### config.mk
export PLATFORM = sky130hd
export DESIGN_NAME = mem_burst_ctrl
export DESIGN_NICKNAME = d
export VERILOG_FILES = /design/src/rtl/mem_pkg.sv /design/src/rtl/mem_rd_fifo.sv /design/src/rtl/mem_burst_ctrl.sv
export SDC_FILE = /design/constraint.sdc
export NUM_CORES = 1
export LEC_CHECK = 0
export ABC_AREA = 0
export CAP_MARGIN = 15
export CELL_PAD_IN_SITES_DETAIL_PLACEMENT = 1
export CELL_PAD_IN_SITES_GLOBAL_PLACEMENT = 2
export CORE_MARGIN = 5
export CORE_UTILIZATION = 30
export DETAILED_ROUTE_END_ITERATION = 8
export PLACE_DENSITY = 0.86
export SLEW_MARGIN = 20
export SYNTH_ARGS = -nofsm -noshare
export SYNTH_HDL_FRONTEND = slang
export SYNTH_HIERARCHICAL = 1
export SYNTH_SLANG_ARGS = --single-unit
### constraint.sdc
create_clock -name clk -period 1.87 [get_ports clk]
set_input_delay 0.374 -clock clk [delete_from_list [all_inputs] [get_ports clk]]
set_output_delay 0.374 -clock clk [all_outputs]
set_load 0.03 [all_outputs]
### src/rtl/mem_pkg.sv
// Shared widths and state encoding for the burst memory controller.
package mem_pkg;
    localparam int MEM_DW = 8;
    localparam int MEM_AW = 4;

    typedef enum logic [1:0] {
        ST_IDLE = 2'd0,
        ST_RD   = 2'd1,
        ST_WR   = 2'd2
    } state_t;
endpackage

### src/rtl/mem_rd_fifo.sv
// Two-entry read-data FIFO with valid/ready on both sides; accepts a push
// while full when the head is popped in the same cycle.
module mem_rd_fifo #(
    parameter int DW = 8
) (
    input  logic          clk,
    input  logic          rst,
    input  logic          in_valid,
    output logic          in_ready,
    input  logic [DW-1:0] in_data,
    output logic          out_valid,
    input  logic          out_ready,
    output logic [DW-1:0] out_data,
    output logic [1:0]    count
);
    logic [DW-1:0] slot [2];
    logic          wr_ptr;
    logic          rd_ptr;
    logic [1:0]    cnt;
    logic          push;
    logic          pop;

    assign out_valid = (cnt != 2'd0);
    assign out_data  = slot[rd_ptr];
    assign in_ready  = (cnt != 2'd2) || out_ready;
    assign push      = in_valid && in_ready;
    assign pop       = out_valid && out_ready;
    assign count     = cnt;

    always_ff @(posedge clk) begin
        if (push) slot[wr_ptr] <= in_data;
    end

    always_ff @(posedge clk) begin
        if (rst) begin
            wr_ptr <= 1'b0;
            rd_ptr <= 1'b0;
            cnt    <= 2'd0;
        end else begin
            if (push) wr_ptr <= ~wr_ptr;
            if (pop)  rd_ptr <= ~rd_ptr;
            case ({push, pop})
                2'b10:   cnt <= cnt + 2'd1;
                2'b01:   cnt <= cnt - 2'd1;
                default: cnt <= cnt;
            endcase
        end
    end
endmodule

### src/rtl/mem_burst_ctrl.sv
// Burst controller: streams a block of memory words out (read) or writes an
// input stream into consecutive addresses (write), wrapping at the top.
//
//   state   | meaning
//   IDLE    | waiting for start; adr held, we low
//   RD      | issuing reads and draining the read FIFO until len words popped
//   WR      | accepting in_data words and writing them until len words stored
module mem_burst_ctrl
    import mem_pkg::*;
#(
    parameter int DW = MEM_DW,
    parameter int AW = MEM_AW
) (
    input  logic          clk,
    input  logic          rst,
    input  logic          start,
    input  logic          mode,
    input  logic [AW-1:0] base,
    input  logic [AW:0]   len,
    output logic          busy,
    output logic          done,
    output logic [AW-1:0] adr,
    output logic          we,
    output logic [DW-1:0] dat_w,
    input  logic [DW-1:0] dat_r,
    input  logic          in_valid,
    output logic          in_ready,
    input  logic [DW-1:0] in_data,
    output logic          out_valid,
    input  logic          out_ready,
    output logic [DW-1:0] out_data
);
    state_t        state;
    logic [AW-1:0] addr_q;
    logic [AW:0]   issue_left;
    logic [AW:0]   words_left;
    logic          inflight_q;
    logic [1:0]    fifo_cnt;
    logic          fifo_in_ready;
    logic [2:0]    pending;
    logic          pop;
    logic          rd_issue;
    logic          wr_fire;

    mem_rd_fifo #(.DW(DW)) u_rd_fifo (
        .clk       (clk),
        .rst       (rst),
        .in_valid  (inflight_q),
        .in_ready  (fifo_in_ready),
        .in_data   (dat_r),
        .out_valid (out_valid),
        .out_ready (out_ready),
        .out_data  (out_data),
        .count     (fifo_cnt)
    );

    // A word popped this cycle frees a slot for the read issued this cycle.
    assign pending  = {1'b0, fifo_cnt} + {2'b00, inflight_q};
    assign pop      = out_valid && out_ready;
    assign rd_issue = (state == ST_RD) && (issue_left != '0) && ((pending < 3'd2) || pop);
    assign wr_fire  = (state == ST_WR) && in_valid;

    assign busy     = (state != ST_IDLE);
    assign adr      = addr_q;
    assign in_ready = (state == ST_WR);
    assign we       = wr_fire;
    assign dat_w    = (state == ST_WR) ? in_data : '0;

    always_ff @(posedge clk) begin
        if (rst) begin
            state      <= ST_IDLE;
            addr_q     <= '0;
            issue_left <= '0;
            words_left <= '0;
            inflight_q <= 1'b0;
            done       <= 1'b0;
        end else begin
            done       <= 1'b0;
            inflight_q <= rd_issue;
            case (state)
                ST_IDLE: begin
                    if (start) begin
                        if (len == '0) begin
                            done <= 1'b1;
                        end else begin
                            state      <= mode ? ST_WR : ST_RD;
                            addr_q     <= base;
                            issue_left <= len;
                            words_left <= len;
                        end
                    end
                end
                ST_RD: begin
                    if (rd_issue) begin
                        addr_q     <= addr_q + AW'(1);
                        issue_left <= issue_left - (AW+1)'(1);
                    end
                    if (pop) begin
                        words_left <= words_left - (AW+1)'(1);
                        if (words_left == (AW+1)'(1)) begin
                            state <= ST_IDLE;
                            done  <= 1'b1;
                        end
                    end
                end
                ST_WR: begin
                    if (wr_fire) begin
                        addr_q     <= addr_q + AW'(1);
                        words_left <= words_left - (AW+1)'(1);
                        if (words_left == (AW+1)'(1)) begin
                            state <= ST_IDLE;
                            done  <= 1'b1;
                        end
                    end
                end
                default: state <= ST_IDLE;
            endcase
        end
    end
endmodule

* Word-level counts from Yosys, hierarchy flattened *
Memory sizes are Yosys's and may differ from the RTL's. A register that Yosys moved wholly into a read port is not among the register bits.
Cells that the tools add are included.

word-level totals
  register bits after elaboration = 22
  bits in writable memories = 16
  input bits = 31
  memories kept = 1

cells by class
  $add $sub $neg = 6
  order comparisons = 1
  eq/ne operators = 11
  mux-type cells = 31
  bitwise logic cells = 2
  reductions and logical operators = 19

memory list
  memory          depth  bits a word  rd ports  clocked after Yosys merged registers in  write ports  RTL line           RTL
  u_rd_fifo.slot  2      8            1         1                                        1            mem_rd_fifo.sv:16  logic [DW-1:0] slot [2];

operators with widths
  cell                   number
  $mux W5                5
  $mux W4                4
  $pmux W5 S3            1
  $mux W2                6
  $ne A2 B2 Y1 const B   6
  $pmux W4 S3            1
  $pmux W5 S2            1
  $reduce_and A5 Y1      2
  $sub A5 B1 Y5 const B  2
  $mux W1                9
  $mux W8                1
  $reduce_and A4 Y1      2
  $reduce_bool A2 Y1     4
  $pmux W2 S3            1
  $eq A5 B1 Y1 const B   1
  $logic_and A1 B1 Y1    5
  $logic_not A5 Y1       1
  $reduce_bool A5 Y1     1
  $add A4 B1 Y4 const B  1
  $eq A2 B1 Y1 const B   2
  $eq A2 B2 Y1 const B   2
  $pmux W2 S2            1
  $add A2 B1 Y3          1
  $lt A3 B2 Y1 const B   1
  other kinds (7)        9

* Depth between registers and ports, before layout *
  word-level depth = 6
  depth in mapped cells = 8

* Hierarchy *
The synthesis kept the hierarchy.

modules (own cells, without submodules)
  module          times used  cells each  area each (um^2)
  mem_burst_ctrl  1           162         1362.6
  mem_rd_fifo     1           49          814.5

* Least setup slack after synthesis *
No wires, ideal clock.

  path type = reg2reg
  start = register state[0]
  end = register done
  library setup time = 0.078 ns
  arrival time = 1.703 ns
  slack = 0.089 ns
  stages on the path, launching flop included = 8
  clock period less this slack = 1.781 ns
  path through = dfxtp_1 > inv_1 > ha_1 > clkbuf_1 > and2_1 > o21bai_1 > a32oi_1 > nor3_1

between the ends
  cells in the longest elaborated chain, start to end = 4

RTL lines
  element                 RTL line               RTL
  from (decl)             mem_burst_ctrl.sv:33   state_t state;
  from (signal assigned)  mem_burst_ctrl.sv:86   state <= mode ? ST_WR : ST_RD;
  $eq A2 B2 Y1            -
  named net in_ready      mem_burst_ctrl.sv:27   output logic in_ready,
  $logic_and A1 B1 Y1     mem_burst_ctrl.sv:61   assign wr_fire = (state == ST_WR) && in_valid;
  named net we            mem_burst_ctrl.sv:23   output logic we,
  $mux W1                 mem_burst_ctrl.sv:107  if (wr_fire) begin
  $pmux W1 S3             mem_burst_ctrl.sv:80   case (state)
  to (signal assigned)    mem_burst_ctrl.sv:78   done <= 1'b0;
  to (signal assigned)    mem_burst_ctrl.sv:84   done <= 1'b1;
  to (signal assigned)    mem_burst_ctrl.sv:112  done <= 1'b1;
  to (decl)               mem_burst_ctrl.sv:21   output logic done,

The timed path passes the listed nets, and every way through them passes these cells.
A chain may end at the register's enable or synchronous reset.

* Final worst setup path *
  start = input len[0]
  end = register issue_left[0]

between the ends
  cells in the longest elaborated chain, start to end = 3

RTL lines
  element                                                            RTL line              RTL
  from (decl)                                                        mem_burst_ctrl.sv:19  input logic [AW:0] len,
  $logic_not A5 Y1 / $mux W5 (equally long branches)                 mem_burst_ctrl.sv:83  if (len == '0) begin
  $ne A2 B2 Y1 (no line) / $mux W5 (equally long branches)           -
  $reduce_and A4 Y1 (no line) / $pmux W5 S2 (equally long branches)  -
  to (signal assigned)                                               mem_burst_ctrl.sv:88  issue_left <= len;
  to (signal assigned)                                               mem_burst_ctrl.sv:96  issue_left <= issue_left - (AW+1)'(1);
  to (decl)                                                          mem_burst_ctrl.sv:35  logic [AW:0] issue_left;

Parallel ways exist; a longest one is shown, timed or not. The select of a mux whose other input is x is not followed.

==> summary.txt <==
Critical path
  – Slowest cell on crit path: or4_4
  – Crit-path cells: clkdlybuf4s50_1 > or4_4 > buf_6 > o21ai_4 > buf_4 > o21ai_0 > nand3_1
  – Crit Path Class: in -> reg
  – Crit path DAT: 2.09 ns
  – Setup crit end kind: flop
  – Crit path largest cell delay: 0.59 ns
  – Worst setup SP type: input port
  – WP data required: 2.09 ns
  – Worst-path maximum fanout: 5

Die
  – Chip height: 95.2 um
  – Die area: 9060 um^2
  – FP Rows: 31
  – Ports: 56
  – Die Wd: 95.2 um
  – Core footprint: 7180 um^2
  – Initial Util: 0.303

Route
  – DRC: 0
  – Vias: 2042
  – Wire per inst: 17.6 um
  – Highest metal used: met4
  – Wire length on met2: 3.82 mm
  – 1st-pass router iterations: 4
  – DRT iter0 DRCs: 114
  – Final wirelength: 7.05 mm
  – Vias per cell: 5.09
  – ANT nets after route: 0
  – Met3 Wirelength: 371 um
  – Routed metal-1 wirelength: 2.76 mm

Outcome
  – Status: complete, no violations

Yosys
  – Async S/R FF share, synth: 0
  – Top FF cell, synth: dfxtp_1
  – Yosys warns: 6
  – Syn Nets: 251
  – Post-synth EDFFs: 16
  – Seq/Total Area, Yosys: 0.432
  – Mapped Area: 2180 um^2
  – Post-synth cell types: 58
  – Post-Synthesis Cells: 211
  – #FFs+latches synth: 39
  – Mapped Avg Cell Area: 10.3 um^2

CTS
  – Clk pin slew, worst setup/hold paths: 0.08 ns
  – Clk Latency, worst-skew pair: 0.30 ns
  – CTS Hold Bufs: 0
  – Root Buffer: clkbuf_8
  – CTS tree: done
  – H-tree Lvls: 2
  – CTS Buf Count: 5
  – Clock sink count: 39
  – Clock tree buffer depth: 2

Timing
  – RSZ-0062 raised after global routing: true
  – Final hold vios: 0
  – Final worst setup slack: 0.00578 ns
  – Final Setup Violations: 0
  – Rel. slew slack: 0.529
  – Worst slew pin tran: 0.704 ns
  – FMAX: 0.536 GHz
  – Max-slew violation count: 0
  – Final Cycle Share: 0.997
  – Clock skew: 0.0158 ns
  – WHS: 0.505 ns
  – Crit path time final: 1.86 ns

Power
  – IR drop worst, VDD: 570 uV
  – PwrDens: 1350 nW/um^2
  – P_leak: 0.00133 uW

Final layout
  – Final #Nets: 341
  – Post-Layout Cell Count: 401
  – Diodes inserted: 0
  – Final Instance Area: 3320 um^2
  – Synth-to-layout area growth: 52.4%
  – # fillers: 793
  – Most frequent cells in the layout: 42 x buf_4, 34 x clkdlybuf4s50_1, 19 x dfxtp_1
  – Share of cells above drive strength 1: 0.331
  – Most common cell after layout, fill and taps aside: buf_4
  – Core Util, Final: 0.462

Placement
  – GPL Wtd Cong: 0.844
  – Pre-CTS worst setup slack: -0.335 ns
  – Placed cells: 389
  – Port Buffer Count: 55
  – HPWL Detailed: 5.01 mm
  – Placed Area: 3050 um^2

Global route
  – Vias in the first global route: 2157
  – GR Util All Layers: 0.153
  – Largest net degree at the start of global routing: 14
  – Global-route wire length before repair: 10.7 mm
  – Remaining global-route overflow: 0
  – Initial antenna violation count: 0

Job
  – Max-Cap Viols: 0

Worst hold path
  – Hold Path Class: reg -> reg
==> cells by family (layout without fill, tap and decap cells) <==
kind of cell / count (synthesis) / after routing / synth area share
and+or+nand+nor: 68 / 68 / 0.178
DFF: 39 / 39 / 0.432
AOI/OAI and AO/OA: 54 / 56 / 0.211
adders and majority gates: 9 / 9 / 0.0517
muxes: 14 / 14 / 0.0718
xor gates and xnor gates: 3 / 3 / 0.0121
buffers and inverters: 24 / 113 / 0.0431
==> synth_stat cells, drive strengths merged, types with 2 or more instances <==
cell     instances  area share
dfxtp           23        0.21
edfxtp          16        0.22
inv             15       0.026
nor2            13       0.022
nand2           12       0.024
mux2            10       0.053
and2             9       0.026
ha               9       0.052
a21oi            7       0.016
clkbuf           6       0.010
nand3            6       0.014
a221oi           5       0.020
nor3             5       0.014
o21ai            5       0.017
o32ai            5       0.024
a211oi           4       0.016
a21o             4       0.014
mux2i            4       0.018
nand2b           4       0.011
or3              4       0.011
a32o             3       0.014
buf              3      0.0069
nor2b            3      0.0086
nor4b            3       0.012
o211ai           3       0.017
a211o            2      0.0080
o2111ai          2      0.0080
o311ai           2      0.0080
o31a             2      0.0080
or3b             2      0.0092
xnor2            2      0.0080
==> per-stage QoR <==
stage / total power [uW] / setup TNS (ns)
2_1_floorplan: 2540 / 0
3_3_place_gp: 3400 / -5.64
3_5_place_dp: 3460 / -6.59
4_1_cts: 4220 / 0
5_1_grt: 4740 / -0.185
6_report: 4470 / 0
==> flip-flops by register name, indices dropped and copies added (netlist names), named ones only <==
| name | cells |
|---|---|
| u_rd_fifo/rd_ptr | 1 |
| issue_left | 5 |
| inflight_q | 1 |
| u_rd_fifo/slot | 16 |
| words_left | 5 |
| done | 1 |
| adr | 4 |
| u_rd_fifo/wr_ptr | 1 |
| state | 2 |
| u_rd_fifo/count | 2 |
==> worst paths after layout <==
path | end | cells past startpoint | from | slack, ns
worst max register to register | state[0] | 6 | state[1] | 0.05
worst min-delay path | adr[1] | 2 | adr[1] | 0.51
worst max-delay path | issue_left[0] | 7 | len[0] | 0.006
worst min register to register | adr[1] | 2 | adr[1] | 0.51
==> metal layers <==
metal  vias to the layer above  global-route usage
met5                         -                   0
met4                         0              0.0457
met3                         8              0.0276
met2                        57               0.294
met1                       996               0.168
li1                        981                   -
==> power breakdown <==
| part | switching (uW) | internal (uW) | leakage [uW] |
|---|---|---|---|
| clock | 310 | 391 | 0.0000556 |
| combinational | 1360 | 1180 | 0.000940 |
| sequential | 169 | 1060 | 0.000334 |
==> timing repair <==
item / in CTS / in global routing
hold endpoints to repair: 0 / 0
setup buffers: 0 / 2
gates resized for setup: 21 / 27
endpoints found under the setup margin: 25 / 25
pin swaps: 5 / 5
cloned: 1 / 1
==> layout make-up <==
type                            instances  area, um^2  area share
Timing Repair Buffer                   90         788       0.238
Clock inverter                          3        38.8      0.0117
Multi-Input combinational cell        150        1290       0.390
Inverter                               15        56.3      0.0170
Clock buffer                            5        68.8      0.0207
Tap cell                               99         124      0.0373
Sequential cell                        39         946       0.285
==> worst max-delay path, delay by kind of cell <==
kind	cells	cell delay, ns
compound gates	2	0.30
buf+inv	3	0.73
simple gates	2	0.69
Note: power is estimated with default switching activity, not from simulation.
==> RTL change (config.mk and constraints unchanged) <==
The package constant `MEM_AW` goes from 4 to 2.
--- a/src/rtl/mem_pkg.sv
+++ b/src/rtl/mem_pkg.sv
@@ -1,7 +1,7 @@
 // Shared widths and state encoding for the burst memory controller.
 package mem_pkg;
     localparam int MEM_DW = 8;
-    localparam int MEM_AW = 4;
+    localparam int MEM_AW = 2;
 
     typedef enum logic [1:0] {
         ST_IDLE = 2'd0,
Ports: changed (resized adr, base and len); port bits go from 56 to 50. The function was not compared with the original's and may differ.
==> RTL change against the original RTL <==
Via count decreased by 24%; area after synthesis is 21% lower; count of clock-buffer cells in the layout is 1 higher; sequential cell count shrank 6; setup slack better by 0.018 ns; critical path depth is 1 lower; total power fell by 23%; hold slack got worse by 0.014 ns; non-clock buffer count fell by 15; synthesized cell count shrank 22%; fmax increased by 0.97%; routed wire length decreased by 31%; largest cell class unchanged; cell count fell by 21%; cell area fell by 22%.
==> RTL change: results (changes against the original RTL) <==
relative slew slack=53.0% (+0.068 points); Area after DPL=0.00244 sq mm (-20%); Clock Tree Root=clkbuf_8; crit path DAT=2.05 ns (-0.04 ns); post-synthesis sequential area ratio=47.7% (+4.5 points); Port Buf Inserts=49 (-11%); largest net degree at the start of global routing=12 (-2); Internal=2.04 mW (-22%); HPWL after DPL=3760 um (-25%); drt wl/cell=15.3 um (-13%); crit-path leading delay family=simple AND/OR/NAND/NOR gates; total nets after synthesis=202 (-20%); layout cells sized above 1=32.0% (-1.1 points); met3 WL=241 um (-35%); leakage power=1.06 nW (-20%); gr usage total=13.4% (-1.9 points); vias in the first global route=1611 (-25%); Routed met1 length=2090 um (-24%); Iter 0 DRT Violations=36 (-68%); max incr delay on CP=0.45 ns (-0.14 ns); synth top area cells=edfxtp_1, dfxtp_1, ha_1; Worst path slowest cell=clkdlybuf4s50_1; worst ir drop on vdd=0.507 mV (-11%); Vias=1546 (-24%); Synth cell types=47 (-19%); Worst Path Max Fanout=3 (-2); Final GP Congestion=0.855 (+1.3%); Most used DFF post-synth=dfxtp_1; WL met2=2500 um (-35%); nets=280 (-18%); worst skew pair latency=0.28 ns (-0.02 ns); first-pass GRT wire length=7810 um (-27%); run status=complete, no violations; clock skew=0.00581 ns (-0.00998 ns); top flop regs=u_rd_fifo/slot: 16 flops, issue_left: 3 flops, words_left: 3 flops
[RTL change: changes by cell type in the layout (fill, tap and decap cells not counted), moves of 3 or more]
cell	change
dlymetal6s2s_1	+3
clkdlybuf4s50_1	-9
nand3_1	-6
dfxtp_1	-6
a21o_1	-3
nor2_1	-3
mux2i_1	-4
a221oi_2	-3
inv_1	-6
buf_4	-7
o32ai_2	-4
nand2b_4	-3
o21ai_1	+3
o31ai_1	+3
[RTL change: final timing paths]
kind / slack, ns / to / depth (start not counted) / start
hold reg to reg: 0.49 / issue_left[1] / 2 / issue_left[1]
setup reg to reg: 0.05 / words_left[1] / 8 / state[0]
setup / recovery: 0.02 / u_rd_fifo/count[1] / 6 / out_ready
hold / removal: 0.49 / issue_left[1] / 2 / issue_left[1]
[RTL change: cell families (layout without fill, tap and decap cells)]
group / after synthesis / after routing / synth area share [%]
simple gates: 52 / 52 / 16.5
compound gates: 41 / 41 / 17.1
flops: 33 / 33 / 47.7
buf+inv: 17 / 96 / 3.78
fa+ha+maj: 10 / 10 / 7.27
mux: 9 / 9 / 6.11
xor+xnor: 3 / 3 / 1.53
[RTL change: power groups by stage]
stage | clock network [mW] | registers [mW] | logic, mW
6_report | 0.511 | 1.02 | 1.92
5_1_grt | 0.583 | 1.04 | 2.08
4_1_cts | 0.539 | 1.01 | 1.86
3_5_place_dp | 0 | 1.02 | 1.81
3_3_place_gp | 0 | 1.01 | 1.79
2_1_floorplan | 0 | 1.03 | 1.06
[RTL change: worst register-to-register path: cells and delay by family, from the launching register on]
family | cells | cell delay, ns
buf+inv | 4 | 0.56
flops | 1 | 0.35
compound gates | 3 | 0.63
fa+ha+maj | 1 | 0.17
[RTL change: per-stage QoR]
step / std cells / utilization [%] / TNS [ns] / total power, mW / worst slack (ns)
finish: 316 / 46.6 / 0 / 3.45 / 0.0237
global route: 316 / 46.6 / -0.00227 / 3.70 / -0.00227
CTS: 316 / 45.9 / 0 / 3.41 / 0.00610
detailed placement: 304 / 44.0 / -3.32 / 2.83 / -0.285
global placement: 304 / 44.0 / -2.78 / 2.81 / -0.230
floorplan: 165 / - / 0 / 2.10 / 0.0356
[RTL change: timing repair]
action                                  CTS  global route
setup buffers                             4             0
gates resized for setup                  17            28
cloned                                    0             0
endpoints found under the setup margin   14            12
pin swaps                                 3             3
[RTL change: cell type report]
class | instances | area (sq um)
Tap cell | 72 | 90.1
Inverter | 13 | 51.3
Clock buffer | 6 | 72.6
Sequential cell | 33 | 828
Fill cell | 643 | 2960
Multi-Input combinational cell | 115 | 880
Timing Repair Buffer | 75 | 652
Clock inverter | 2 | 10.0
[RTL change: layer usage]
metal	GRT usage, %	up-vias
met3	3.65	2
met5	0	-
li1	-	759
met1	15.8	751
met4	3.02	0
met2	24.0	34
